===== src/rtl/done_tick_timer.sv =====
// Programmable interval timer: emits one-cycle 'done' strobes every period*PRESCALE clocks,
// either a fixed number of times or free-running. Optional pause input under DONE_TIMER_PAUSE_EN.
module done_tick_timer #(
  parameter int PRESCALE = 1,
  parameter int CNT_W    = 16
) (
  input  logic             clock,
  input  logic             reset,
  input  logic             start,
  input  logic             stop,
`ifdef DONE_TIMER_PAUSE_EN
  input  logic             pause,
`endif
  input  logic [CNT_W-1:0] period,
  input  logic [15:0]      count,
  output logic             done,
  output logic             busy,
  output logic [15:0]      ticks
);

  localparam int PW = (PRESCALE > 1) ? $clog2(PRESCALE) : 1;
  localparam logic [PW-1:0]    PRE_MAX = PW'(PRESCALE - 1);
  localparam logic [PW-1:0]    PRE_ONE = PW'(1);
  localparam logic [CNT_W-1:0] CNT_ONE = CNT_W'(1);

  typedef enum logic {
    IDLE = 1'b0,
    RUN  = 1'b1
  } state_t;

  state_t           state_q, state_d;
  logic [CNT_W-1:0] period_q, period_d;
  logic [15:0]      count_q, count_d;
  logic [PW-1:0]    pre_q, pre_d;
  logic [CNT_W-1:0] step_q, step_d;
  logic [15:0]      ticks_q, ticks_d;
  logic             done_q, done_d;
  logic             pause_now;

`ifdef DONE_TIMER_PAUSE_EN
  assign pause_now = pause;
`else
  assign pause_now = 1'b0;
`endif

  always_ff @(posedge clock or negedge reset) begin
    if (!reset) begin
      state_q  <= IDLE;
      period_q <= '0;
      count_q  <= '0;
      pre_q    <= '0;
      step_q   <= '0;
      ticks_q  <= '0;
      done_q   <= 1'b0;
    end else begin
      state_q  <= state_d;
      period_q <= period_d;
      count_q  <= count_d;
      pre_q    <= pre_d;
      step_q   <= step_d;
      ticks_q  <= ticks_d;
      done_q   <= done_d;
    end
  end

  // A zero period behaves like a period of one, so the reload value is period-1 floored at 0.
  always_comb begin
    state_d  = state_q;
    period_d = period_q;
    count_d  = count_q;
    pre_d    = pre_q;
    step_d   = step_q;
    ticks_d  = ticks_q;
    done_d   = 1'b0;
    case (state_q)
      IDLE: begin
        if (start && !stop) begin
          period_d = period;
          count_d  = count;
          ticks_d  = '0;
          pre_d    = '0;
          step_d   = (period == '0) ? '0 : period - CNT_ONE;
          state_d  = RUN;
        end
      end
      RUN: begin
        if (stop) begin
          state_d = IDLE;
        end else if (!pause_now) begin
          if (pre_q == PRE_MAX) begin
            pre_d = '0;
            if (step_q == '0) begin
              step_d  = (period_q == '0) ? '0 : period_q - CNT_ONE;
              done_d  = 1'b1;
              ticks_d = ticks_q + 16'd1;
              if (count_q != 16'd0 && (ticks_q + 16'd1) == count_q)
                state_d = IDLE;
            end else begin
              step_d = step_q - CNT_ONE;
            end
          end else begin
            pre_d = pre_q + PRE_ONE;
          end
        end
      end
      default: state_d = IDLE;
    endcase
  end

  assign done  = done_q;
  assign busy  = (state_q == RUN);
  assign ticks = ticks_q;

endmodule

===== config.mk =====
export PLATFORM = sky130hd
export DESIGN_NAME = done_tick_timer
export DESIGN_NICKNAME = d
export VERILOG_FILES = /design/src/rtl/done_tick_timer.sv
export SDC_FILE = /design/constraint.sdc
export NUM_CORES = 1
export LEC_CHECK = 0
export ABC_AREA = 1
export CAP_MARGIN = 40
export CORE_ASPECT_RATIO = 0.5
export CORE_MARGIN = 8
export CORE_UTILIZATION = 55
export DETAILED_ROUTE_END_ITERATION = 8
export DONT_BUFFER_PORTS = 1
export PLACE_DENSITY_LB_ADDON = 0.12
export SYNTH_ARGS = -nofsm -noshare
export SYNTH_HDL_FRONTEND = slang
export SYNTH_SLANG_ARGS = --single-unit

===== constraint.sdc =====
create_clock -name clock -period 1.8 [get_ports clock]
set_input_delay 0.18 -clock clock [delete_from_list [all_inputs] [get_ports clock]]
set_output_delay 0.18 -clock clock [all_outputs]
set_load 0.03 [all_outputs]

==> flow_metrics.py, run 1 <==
metrics = {
    "power_and_ir_drop": {
        "ir_drop_mv": 0.637,
        "p_comb_frac": 0.293,
        "power_mw": 5.47,
        "sequentialPowerShare": 0.363,
        "p_sw_mw": 1.86,
        "intPower_mw": 3.61,
        "switching_share": 0.339,
        "power_density_nw_per_um2": 922,
        "p_clk_frac": 0.343,
        "leakage_nw": 2.80,
    },
    "logic_synthesis": {
        "ys_seq_area_frac": 0.362,
        "yosysTopAreaCell": "dfrtp_1",
        "syn_area_um2": 4560,
        "synth_xor_area_frac": 0.0790,
        "yosys_warnings": 0,
        "synth_top_family_by_area": "simple AND/OR/NAND/NOR gates",
        "synth_edf_count": 0,
        "syn_inst": 646,
        "ys.flop_type": "dfrtp_1",
        "synth.area.top_cells": "dfrtp_1, nand2_1, inv_1",
        "synth_top_area_share": 0.362,
        "synthArstFlopShare": 1.00,
        "yosysUniqueCellTypes": 38,
        "synth-adder-area-share": 0.0165,
        "synth_nets": 688,
        "ys_ff_latch": 66,
        "synth-compound-area-share": 0.0940,
        "postSynthAreaPerCell_um2": 7.06,
        "synth_simple_gate_area_frac": 0.337,
        "muxShareOfSynthArea": 0.0148,
    },
    "floorplan": {
        "pin_count": 54,
        "die-area_um2": 11600,
        "chipWidth_um": 145,
        "start_util": 0.568,
        "fp-row-count": 23,
        "coreArea_um2": 8030,
        "die_h_um": 80.4,
    },
    "setup_path": {
        "cp_common_cell": "nand2_1",
        "critPathMaxStageDelay_ps": 420,
        "cp.arrival_ps": 2070,
        "required_ps": 2030,
        "path_class": "reg -> reg",
        "crit_slowest_cell": "dfrtp_2",
        "cp-end-kind": "register",
        "start_kind": "register",
        "crit_buf_inv": 2,
        "cp_top_family": "simple AND/OR/NAND/NOR gates",
        "crit_path_cell_trace": "ha_4, nand2_2, nor2_4, buf_6, nand4_1, nand3_1, nand2_1, nor2_1, nand2_1, nor2_1, nand3_1, nand2_1, inv_1",
        "path_max_fanout": 7,
    },
    "final_layout": {
        "area_growth_pct": 30.0,
        "layout_common_cells": "nand2_1, inv_1, buf_4, dfrtp_1, nor2_1",
        "mostFrequentLayoutCell": "nand2_1",
        "final_util": 0.739,
        "antenna_cells": 0,
        "fin_nets": 772,
        "drive_gt1_frac": 0.260,
    },
    "detailed_routing": {
        "drt-initial-drc-count": 344,
        "num_vias": 4666,
        "firstDrtPassIters": 5,
        "avgViaCountPerCell": 5.51,
        "wl_um": 13500,
        "drcViolationCount": 0,
        "ant_nets": 0,
        "wl_per_cell_um": 15.9,
    },
    "placed_design": {
        "dp_slack_ps": -58.3,
        "hpwl_um": 9470,
        "port_buffers": 0,
        "gp_congestion": 0.989,
    },
    "clocking": {
        "clkSlewWorstSetupHoldPaths_ps": 60,
        "cts_root_buf": "clkbuf_16",
        "numClockSinks": 66,
        "cts_buffers": 9,
        "clock_path_buffers": 2,
        "insertion_delay_ps": 330,
        "htree_levels": 3,
        "tritoncts": "built",
    },
    "sta": {
        "tightest_slew_ps": 375,
        "rsz0062_at_grt": "true",
        "hold_slack_ps": 4.72,
        "slew_headroom": 0.749,
        "hold_viol": 0,
        "fin_worst_skew_ps": 7.03,
        "period_minus_slack_ps": 1840,
        "finalSetupViolCount": 1,
        "finalCritPeriodShare": 1.02,
        "fmax_mhz": 545,
        "fin_ws_ps": -35.3,
        "finalMaxSlewViolations": 0,
    },
    "global_routing": {
        "grt_pass1_vias": 4491,
        "grt_first_pass_wirelength_um": 21200,
        "grt_start_max_net_pins": 67,
        "antenna_found_initial": 0,
        "track_usage": 0.231,
        "grt_overflow": 0,
    },
    "outcome": {
        "violations": "negative setup slack",
        "status": "complete, but fails checks",
    },
    "min_path": {
        "hold_class": "in -> reg",
    },
    "job": {
        "cap_violations": 0,
    },
}
-- area by class of cell --
type                       instances  area (µm²)
multi-input combinational        470        2740
fill                             603        2100
timing repair buffer              86         709
inverter                          97         372
sequential                        66        1660
clock buffer                      11         233
tap                              112         140
clock inverter                     5        78.8
-- power by group through the flow --
stage | Combinational (mW) | Clock [mW] | Sequential [mW]
floorplan | 0.919 | 0 | 1.93
global placement | 1.31 | 0 | 1.96
detailed placement | 1.33 | 0 | 1.97
CTS | 1.41 | 1.90 | 1.95
global route | 1.78 | 1.97 | 2.01
finish | 1.60 | 1.88 | 1.99
-- cells in the mapped netlist (2+ instances only) --
| library cell | number |
|---|---|
| xnor3_1 | 2 |
| nand2_1 | 150 |
| nor3_2 | 2 |
| o21ai_0 | 38 |
| dfrtp_1 | 66 |
| nor3_1 | 12 |
| buf_2 | 6 |
| nand4_1 | 18 |
| nand3_1 | 66 |
| inv_2 | 6 |
| nor2_4 | 5 |
| ha_1 | 6 |
| o21ai_1 | 2 |
| nand2_2 | 2 |
| xor2_1 | 30 |
| o22ai_1 | 11 |
| nor2_2 | 9 |
| nor2_1 | 69 |
| inv_1 | 90 |
| a31oi_1 | 2 |
| clkbuf_1 | 5 |
| xnor2_1 | 6 |
| a21oi_1 | 23 |
| mux2_2 | 6 |
-- stage by stage --
step | instances | setup TNS (ps) | area (µm²)
detailed placement | 806 | -107 | 5100
CTS | 832 | 0 | 5560
floorplan | 646 | 0 | 4570
global route | 847 | -1310 | 5930
global placement | 806 | -130 | 5100
finish | 847 | -35.3 | 5930
-- per-layer routing --
layer	vias to the layer above	track usage	wire (µm)
met2	166	0.382	6440
met5	-	0	0
met1	2220	0.283	5800
met4	0	0.0814	323
li1	2250	-	-
met3	30	0.0674	944
-- cell families after synthesis --
group           count (synthesis)
compound gates                 80
xor+xnor                       38
fa+ha+maj                       6
buf+inv                       110
flops                          66
mux                             6
simple gates                  340
-- timing repair --
action / in CTS / in global routing
gates resized for setup: 6 / 79
pin swaps: 2 / 32
buffers inserted: 1 / 15
hold buffers: 9 / 0
setup endpoints to repair: 3 / 32
hold endpoints to repair: 73 / 0
-- worst reg2reg max path: stages, from the launching register on --
cell and delay, ps:
dfrtp_2 420, ha_4 180, nand2_2 70, nor2_4 200, buf_6 140, nand4_1 100
nand3_1 90, nand2_1 70, nor2_1 130, nand2_1 70, nor2_1 100, nand3_1 80
nand2_1 70, inv_1 40
-- registers in the layout (all words and copies together), names as in the netlist --
register,count
count_q,16
period_q,16
step_q,16
ticks,16
busy,1
done,1
-- final timing paths --
path                       slack (ps)  depth (start not counted)                      from                        to
max                               -40                         13      ticks[1]$_DFFE_PN0P_            busy$_DFF_PN0_
min in group asynchronous         380                          2                     reset  period_q[12]$_DFFE_PN0P_
max reg2reg                       -40                         13      ticks[1]$_DFFE_PN0P_            busy$_DFF_PN0_
min reg2reg                       530                          2  period_q[14]$_DFFE_PN0P_  period_q[14]$_DFFE_PN0P_
min                                 5                          2                  count[4]    count_q[4]$_DFFE_PN0P_
max in group asynchronous        1110                          2                     reset      ticks[2]$_DFFE_PN0P_
No activity file was read; power rests on OpenSTA's default activity.
==> run 2, diff against run 1 <==
--- a/config.mk
+++ b/config.mk
@@ -5,7 +5,6 @@
 export SDC_FILE = /design/constraint.sdc
 export NUM_CORES = 1
 export LEC_CHECK = 0
-export ABC_AREA = 1
 export CAP_MARGIN = 40
 export CORE_ASPECT_RATIO = 0.5
 export CORE_MARGIN = 8
==> flow_metrics.py, run 2 <==
metrics = {
    "outcome": {
        "status": "complete, but fails checks",
        "violations": "negative setup slack",
    },
    "clocking": {
        "clkSlewWorstSetupHoldPaths_ps": 60,
        "tritoncts": "built",
        "cts_root_buf": "clkbuf_16",
        "insertion_delay_ps": 340,
        "cts_buffers": 9,
        "numClockSinks": 66,
        "clock_path_buffers": 2,
        "htree_levels": 3,
    },
    "logic_synthesis": {
        "ys_seq_area_frac": 0.385,
        "yosysUniqueCellTypes": 60,
        "syn_inst": 466,
        "yosys_warnings": 0,
        "synth_edf_count": 0,
        "synth_top_area_share": 0.385,
        "syn_area_um2": 4290,
        "synth_common_cells": "dfrtp_1, nor2_1, nand2_1",
        "postSynthAreaPerCell_um2": 9.20,
        "yosysTopAreaCell": "dfrtp_1",
        "synth_most_common_cell": "dfrtp_1",
        "ys_ff_latch": 66,
        "synth.area.top_cells": "dfrtp_1, mux2_2, xnor2_1",
        "ys.flop_type": "dfrtp_1",
        "synthArstFlopShare": 1.00,
        "synth_nets": 508,
    },
    "global_routing": {
        "grt_pass1_vias": 4422,
        "antenna_found_initial": 0,
        "grt_first_pass_wirelength_um": 23700,
        "track_usage": 0.271,
        "grt_overflow": 0,
        "grt_start_max_net_pins": 67,
    },
    "final_layout": {
        "fin_nets": 644,
        "antenna_cells": 0,
        "mostFrequentLayoutCell": "buf_4",
        "drive_gt1_frac": 0.389,
        "layout_common_cells": "buf_4, dfrtp_1, xnor2_1, nor2_1, nand2_1",
        "area_growth_pct": 46.8,
        "design_area_um2": 6300,
    },
    "sta": {
        "fin_tns_setup_ps": -11200,
        "finalMaxSlewViolations": 0,
        "slew_headroom": 0.678,
        "fin_ws_ps": -422,
        "period_minus_slack_ps": 2220,
        "fmax_mhz": 450,
        "tightest_slew_ps": 479,
        "finalSetupViolCount": 34,
        "hold_slack_ps": 12.2,
        "fin_worst_skew_ps": 7.32,
        "rsz0062_at_grt": "true",
        "hold_viol": 0,
        "finalCritPeriodShare": 1.23,
    },
    "detailed_routing": {
        "wl_per_cell_um": 24.5,
        "drt-initial-drc-count": 562,
        "wl_um": 17200,
        "drcViolationCount": 0,
        "ant_nets": 0,
        "num_vias": 4882,
        "firstDrtPassIters": 5,
        "avgViaCountPerCell": 6.95,
    },
    "setup_path": {
        "critPathMaxStageDelay_ps": 560,
        "cp-end-kind": "register",
        "crit_slowest_cell": "or4_4",
        "cp_top_family": "simple AND/OR/NAND/NOR gates",
        "worstSetupStartpoint": "step_q[10]$_DFFE_PN0P_",
        "required_ps": 2010,
        "path_class": "reg -> reg",
        "cp.arrival_ps": 2430,
        "crit_buf_inv": 1,
        "r2r_start": "step_q[10]$_DFFE_PN0P_",
        "crit_path_cell_trace": "or4_4, nor4b_4, buf_6, a21o_4, nand2_4, o21ai_1, o31ai_2",
        "path_max_fanout": 8,
        "start_kind": "register",
    },
    "floorplan": {
        "pin_count": 54,
        "start_util": 0.577,
        "chipWidth_um": 141,
        "fp-row-count": 22,
        "coreArea_um2": 7430,
        "die-area_um2": 11100,
        "die_h_um": 78.4,
    },
    "power_and_ir_drop": {
        "power_density_nw_per_um2": 820,
        "leakage_nw": 2.59,
        "ir_drop_mv": 0.611,
        "power_mw": 5.16,
    },
    "placed_design": {
        "hpwl_um": 9410,
        "port_buffers": 0,
        "gp_congestion": 0.903,
        "place_area_um2": 5130,
    },
    "job": {
        "cap_violations": 0,
    },
    "min_path": {
        "hold_class": "in -> reg",
        "hp-start": "period[3]",
    },
}
run 2: cell types whose count changed in the layout (fill, tap and decap cells not counted), moves of 14 or more:
cell	delta
nand2_1	-106
inv_1	-70
nand3_1	-46
nor2_1	-28
o21ai_0	-27
xnor2_1	+27
buf_4	+26
mux2_2	+24
dlygate4sd3_1	+22
o21ai_1	+15
inv_2	-14
run 2: where the power goes:
group / internal, mW / total (mW) / switching (mW)
sequential: 1.69 / 1.94 / 0.255
combinational: 0.698 / 1.42 / 0.727
clock: 1.10 / 1.79 / 0.696
total: 3.49 / 5.16 / 1.68
run 2: timing repair:
| action | in CTS | in global routing |
|---|---|---|
| hold buffers | 31 | 0 |
| setup endpoints to repair | 34 | 40 |
| endpoints found under the hold margin | 95 | 0 |
| pin swaps | 8 | 24 |
| gates cloned | 2 | 2 |
| resized for setup | 43 | 69 |
| setup buffers | 3 | 6 |
run 2: worst paths after layout:
check,to,slack (ps),cells after the start
min in group asynchronous,ticks[9]$_DFFE_PN0P_,380,2
max in group asynchronous,ticks[3]$_DFFE_PN0P_,1140,2
worst min-delay path,period_q[3]$_DFFE_PN0P_,10,1
worst max register to register,ticks[3]$_DFFE_PN0P_,-420,7
worst max-delay path,ticks[3]$_DFFE_PN0P_,-420,7
worst min register to register,step_q[13]$_DFFE_PN0P_,550,2
run 2: layout make-up:
type | instances | area, µm²
multi-input combinational | 369 | 2880
sequential | 66 | 1660
timing repair buffer | 143 | 1280
fill | 372 | 1140
clock buffer | 10 | 239
tap | 96 | 120
inverter | 13 | 61.3
clock inverter | 5 | 55.1
run 2: stage by stage:
step,util,worst slack (ps),cells
3_5_place_dp,0.690,-436,643
6_report,0.847,-422,702
3_3_place_gp,0.690,-367,643
4_1_cts,0.797,-355,694
5_1_grt,0.847,-498,702
2_1_floorplan,-,-343,466
run 2: cell families (layout without fill, tap and decap cells):
kind of cell,Yosys count,after routing,synth area share
AOI/OAI and AO/OA,111,111,0.168
xor gates and xnor gates,52,52,0.106
adders and majority gates,6,6,0.0175
buffers and inverters,32,171,0.0315
DFF,66,66,0.385
muxes,31,31,0.0811
and+or+nand+nor,168,169,0.210
run 2: layer usage:
metal	wire length, µm	up-vias	part of all wire	track usage
met1	6290	2270	0.37	0.330
met2	7700	489	0.45	0.437
met3	2190	131	0.13	0.0785
li1	-	1992	-	-
met4	1030	0	0.060	0.133
met5	0	-	0	0
run 2: worst reg2reg max path, stage by stage, from the launching register on:
cell     delay (ps)
dfrtp_1         390
or4_4           560
nor4b_4         250
buf_6           170
a21o_4          220
nand2_4         160
o21ai_1         250
o31ai_2         100
